File: config.mk
export PLATFORM = sky130hd
export DESIGN_NAME = rmem_read_engine
export DESIGN_NICKNAME = d
export VERILOG_FILES = /design/src/rtl/rmem_read_engine.sv
export SDC_FILE = /design/constraint.sdc
export NUM_CORES = 1
export LEC_CHECK = 0
export CORE_UTILIZATION = 38
export CTS_CLUSTER_DIAMETER = 200
export DETAILED_ROUTE_END_ITERATION = 10
export PLACE_DENSITY = 0.79
export SYNTH_ARGS = -nofsm -noshare
export SYNTH_HDL_FRONTEND = slang
export SYNTH_SLANG_ARGS = --single-unit
File: constraint.sdc
create_clock -name clk_i -period 2.2 [get_ports clk_i]
set_input_delay 0.22 -clock clk_i [delete_from_list [all_inputs] [get_ports clk_i]]
set_output_delay 0.22 -clock clk_i [all_outputs]
set_load 0.1 [all_outputs]
File: src/rtl/rmem_read_engine.sv
// rtl/rmem_read_engine.sv - single-word OBI read engine for the coprocessor read handshake (optional timeout: RMEM_READ_TIMEOUT_EN)
module rmem_read_engine #(
   parameter int unsigned TIMEOUT_CYCLES = 64,
   parameter logic [31:0] ERR_DATA       = 32'hDEAD_BEEF
) (
   input  logic        clk_i,
   input  logic        rst_ni,
   input  logic        start_i,
   input  logic [31:0] addr_i,
   output logic [31:0] rdata_o,
   output logic        done_o,
   output logic        err_o,
   output logic        busy_o,
   output logic        data_req_o,
   input  logic        data_gnt_i,
   output logic [31:0] data_addr_o,
   output logic        data_we_o,
   output logic [3:0]  data_be_o,
   input  logic        data_rvalid_i,
   input  logic [31:0] data_rdata_i,
   input  logic        data_err_i
);

   typedef enum logic [1:0] {
      IDLE,
      REQ,
      WAIT_RVALID,
      DONE
   } state_t;

   state_t      state_q, state_d;
   logic [31:0] addr_q, addr_d;
   logic [31:0] rdata_q, rdata_d;
   logic        err_q, err_d;

`ifdef RMEM_READ_TIMEOUT_EN
   localparam int unsigned CW = $clog2(TIMEOUT_CYCLES);
   logic [CW-1:0] cnt_q, cnt_d;
   logic          pend_q, pend_d;
`endif

   // Next-state and result capture; results only change on the way into DONE
   always_comb begin
      state_d = state_q;
      addr_d  = addr_q;
      rdata_d = rdata_q;
      err_d   = err_q;
`ifdef RMEM_READ_TIMEOUT_EN
      cnt_d   = cnt_q;
      pend_d  = pend_q;
      // A response left over from a timed-out read is dropped when it finally shows up
      if (pend_q && data_rvalid_i && (state_q == IDLE || state_q == REQ)) begin
         pend_d = 1'b0;
      end
`endif
      case (state_q)
         IDLE: begin
            if (start_i) begin
               if (addr_i[1:0] == 2'b00) begin
                  addr_d  = addr_i;
                  state_d = REQ;
               end else begin
                  rdata_d = ERR_DATA;
                  err_d   = 1'b1;
                  state_d = DONE;
               end
            end
         end
         REQ: begin
            if (data_gnt_i) begin
               state_d = WAIT_RVALID;
`ifdef RMEM_READ_TIMEOUT_EN
               cnt_d   = '0;
`endif
            end
         end
         WAIT_RVALID: begin
            if (data_rvalid_i) begin
               rdata_d = data_err_i ? ERR_DATA : data_rdata_i;
               err_d   = data_err_i;
               state_d = DONE;
`ifdef RMEM_READ_TIMEOUT_EN
            end else if (cnt_q == CW'(TIMEOUT_CYCLES - 1)) begin
               rdata_d = ERR_DATA;
               err_d   = 1'b1;
               pend_d  = 1'b1;
               state_d = DONE;
            end else begin
               cnt_d   = cnt_q + CW'(1);
`endif
            end
         end
         DONE: begin
            state_d = IDLE;
         end
         default: begin
            state_d = IDLE;
         end
      endcase
   end

   // State and result registers with synchronous active-low reset
   always_ff @(posedge clk_i) begin
      if (!rst_ni) begin
         state_q <= IDLE;
         addr_q  <= '0;
         rdata_q <= '0;
         err_q   <= 1'b0;
`ifdef RMEM_READ_TIMEOUT_EN
         cnt_q   <= '0;
         pend_q  <= 1'b0;
`endif
      end else begin
         state_q <= state_d;
         addr_q  <= addr_d;
         rdata_q <= rdata_d;
         err_q   <= err_d;
`ifdef RMEM_READ_TIMEOUT_EN
         cnt_q   <= cnt_d;
         pend_q  <= pend_d;
`endif
      end
   end

   assign rdata_o     = rdata_q;
   assign err_o       = err_q;
   assign done_o      = (state_q == DONE);
   assign busy_o      = (state_q != IDLE);
   assign data_req_o  = (state_q == REQ);
   assign data_addr_o = addr_q;
   assign data_we_o   = 1'b0;
   assign data_be_o   = 4'hF;

endmodule

==> flow_metrics.env <==
export IMPL_run_status="complete, but fails checks"
export IMPL_violations="design-rule violations"
export IMPL_reg2reg_depth=6
export IMPL_hold_path_class="in -> reg"
export IMPL_drc_errors=18
export IMPL_clk_latency_ns=0.34
export IMPL_yosys_area_top_type="dfxtp_1"
export IMPL_clk_pin_slew_ns=0.07
export IMPL_place_worst_setup_slack_ns=0.414
export IMPL_synth_common_cells="70 x nand2_1, 67 x dfxtp_1, 30 x a21boi_0, 24 x o221a_2, 11 x clkbuf_1"
export IMPL_vdd_ir_drop_max_v=0.00124
export IMPL_maxCapViolations=0
export IMPL_cp_top_family="compound AO/OA/AOI/OAI gates"
export IMPL_seqPwrFrac_pct=25.0
export IMPL_gp_congestion=0.853
export IMPL_grt_pass1_vias=2162
export IMPL_max_slew_margin_rel_pct=63.6
export IMPL_synth_area_mm2=0.00257
export IMPL_internal_power_mw=3.23
export IMPL_antenna_found_initial=0
export IMPL_cts_hold_fix_buffers=0
export IMPL_tns_ns=0
export IMPL_power_switching_mw=3.47
export IMPL_postRouteAntennaNets=0
export IMPL_setup_viol=0
export IMPL_fillers=563
export IMPL_rrSetupSlack_ns=0.40
export IMPL_grt_pass1_wl_mm=10.7
export IMPL_die_x_um=84.2
export IMPL_synth_area_leaders="dfxtp_1 52%, o221a_2 11%, nand2_1 10%, a21boi_0 8.8%, ha_1 2.4%"
export IMPL_r2r_start="state_q[0]$_SDFFE_PN0P_"
export IMPL_layout_min_cycle_time_ns=1.80
export IMPL_end_kind="register"
export IMPL_place_area_mm2=0.00379
export IMPL_dr_first_iter_drc_count=104
export IMPL_grt_usage_pct=19.0
export IMPL_yosysTopAreaCellShare_pct=52.2
export IMPL_startpoint_type="register"
export IMPL_dr_pass1_iters=7
export IMPL_power_density_mw_per_mm2=1660
export IMPL_async_flop_share_pct=0
export IMPL_ys_seq_elements=67
export IMPL_swShare_pct=51.8
export IMPL_synthXorXnorAreaFrac_pct=0
export IMPL_viasPerCell=4.84
export IMPL_worst_slack_ns=0.395
export IMPL_synth_simple_gate_area_share_pct=14.6
export IMPL_dieArea_mm2=0.00709
export IMPL_grt_ovfl_total=0
export IMPL_ioPinCount=143
export IMPL_core_mm2=0.00642
export IMPL_holdPathStages=2
export IMPL_synthMuxAreaShare_pct=0.390
export IMPL_rsz0062_at_grt="false"
export IMPL_cts_tree="yes"
export IMPL_ys_seq_area_share_pct=52.2
export IMPL_num_vias=2309
export IMPL_min_to="data_addr_o[18]$_SDFFE_PN0P_"
export IMPL_synth_top_family_by_area="compound AO/OA/AOI/OAI gates"
export IMPL_cts_root_buf="clkbuf_8"
export IMPL_synth_most_common_cell="nand2_1"
export IMPL_report_final_hold_viol_count=0
export IMPL_syn_to_final_growth_pct=56.9
export IMPL_max_freq_ghz=0.554
export IMPL_post_drt_wl_per_cell_um=14.1
export IMPL_htree_num_levels=3
export IMPL_cts_sinks=67
export IMPL_total_power_mw=6.71
export IMPL_synth_compound_area_share_pct=23.3
export IMPL_synth_edf_count=0
export IMPL_timing_final_crit_share_pct=82.0
export IMPL_critPathBufInv=1
export IMPL_synth_cell_types=25
export IMPL_crit_type="reg -> reg"
export IMPL_layout_drive_gt1_share_pct=29.0
export IMPL_synth_avg_cell_area_um2=9.73
export IMPL_worstPathCellList="inv_1 > ha_1 > and2b_1 > a221oi_1 > mux2i_1 > nor2b_1"
export IMPL_final_util_pct=62.7
export IMPL_synthAdderAreaFrac_pct=2.44
export IMPL_worstPathArrival_ns=2.03
export IMPL_antenna_diode_count=0
export IMPL_pwr_share_comb_pct=56.7
export IMPL_clk_path_buf_depth=2
export IMPL_cts_repair_resize_count=0
export IMPL_pwr_share_clk_pct=18.2
export IMPL_routed_wl_mm=6.74
export IMPL_rows=29
export IMPL_final_nets=470
export IMPL_start_util_pct=40.0
export IMPL_drv_slew=0
export IMPL_post_cts_buffers=0
export IMPL_slowest_delay_ns=0.43
export IMPL_grt_max_degree=43
export IMPL_required_ns=2.43
export IMPL_place_hpwl_mm=4.71
export IMPL_syn_inst=264
export IMPL_hp_start="rst_ni"
export IMPL_final_area_mm2=0.00403
export IMPL_yosysWarnings=0
export IMPL_leakage_nw=1.69
export IMPL_fp_dieH_um=84.2
export IMPL_cts_buffers=9
export IMPL_r2r_end="state_q[1]$_SDFFE_PN0P_"
export IMPL_finClkSkew_ns=0.00834
export IMPL_port_buffer_count=137
export IMPL_ys_dominant_reg_cell="dfxtp_1"
export IMPL_tightest_slew_ns=0.547
export IMPL_crit_fanout=4
export IMPL_cp_slowest_cell="a221oi_1"
[stage by stage]
| step | hold slack [ns] | cells |
|---|---|---|
| after floorplan | 0.363 | 267 |
| after global routing | 0.442 | 477 |
| after detailed placement | 0.455 | 461 |
| after CTS | 0.406 | 477 |
| final | 0.420 | 477 |
| after global placement | 0.446 | 461 |
[routing by layer]
metal,wire [µm],vias to the layer above,global-route usage [%]
li1,-,1170,-
met1,2800,1054,22.0
met2,3350,75,32.4
met5,0,-,0
met4,136,0,9.87
met3,449,10,5.11
[cells by family after synthesis]
family,count (synthesis)
mux,1
flops,67
fa+ha+maj,5
simple gates,89
buf+inv,31
other cells,2
compound gates,69
[placed cells by master (no fill, tap or decap), drive strengths merged]
cell type      instances
nand4                  8
conb                   5
mux2i                  1
a211oi                 1
clkinv                 2
buf                   75
inv                    5
a21boi                30
a221oi                 1
ha                     5
clkdlybuf4s50         68
dfxtp                 67
and2b                  1
nor2b                  2
a21oi                  2
o221a                 24
nand2                 70
o211a                  2
bufinv                 3
nor2                   4
and3                   3
nand3                  1
o21ai                  9
clkbuf                11
[power by group through the flow]
stage / Combinational (mW) / Sequential (mW) / Clock, mW
floorplan: 1.18 / 3.60 / 0
global placement: 3.77 / 1.69 / 0
detailed placement: 3.82 / 1.70 / 0
CTS: 3.81 / 1.68 / 1.25
global route: 3.95 / 1.71 / 1.31
finish: 3.80 / 1.68 / 1.22
[cell type report]
type | count | area [µm²] | share of cell area (%)
flip-flops and latches | 67 | 1340 | 33.3
inverters | 5 | 18.8 | 0.466
repair buffers | 143 | 1270 | 31.4
multi-input cells | 169 | 1060 | 26.4
clock buffers | 11 | 141 | 3.51
clock inverters | 5 | 100 | 2.48
well taps | 77 | 96.3 | 2.39
[worst max path at each step]
stage	from	endpoint	slack, ns	depth (start not counted)
4_1_cts	state_q[0]$_SDFFE_PN0P_	state_q[1]$_SDFFE_PN0P_	0.40	6
3_5_place_dp	state_q[0]$_SDFFE_PN0P_	state_q[1]$_SDFFE_PN0P_	0.41	6
5_1_grt	state_q[0]$_SDFFE_PN0P_	state_q[1]$_SDFFE_PN0P_	0.26	6
2_1_floorplan	state_q[1]$_SDFFE_PN0P_	state_q[0]$_SDFFE_PN0P_	0.31	4
6_report	state_q[0]$_SDFFE_PN0P_	state_q[1]$_SDFFE_PN0P_	0.40	6
3_3_place_gp	start_i	rdata_o[11]$_SDFFE_PN0P_	0.50	6
[registers in the layout (all words and copies together), names as in the netlist]
register     cells
rdata_o         32
err_o            1
state_q          2
data_addr_o     32
Note: power is estimated with default switching activity, not from simulation.
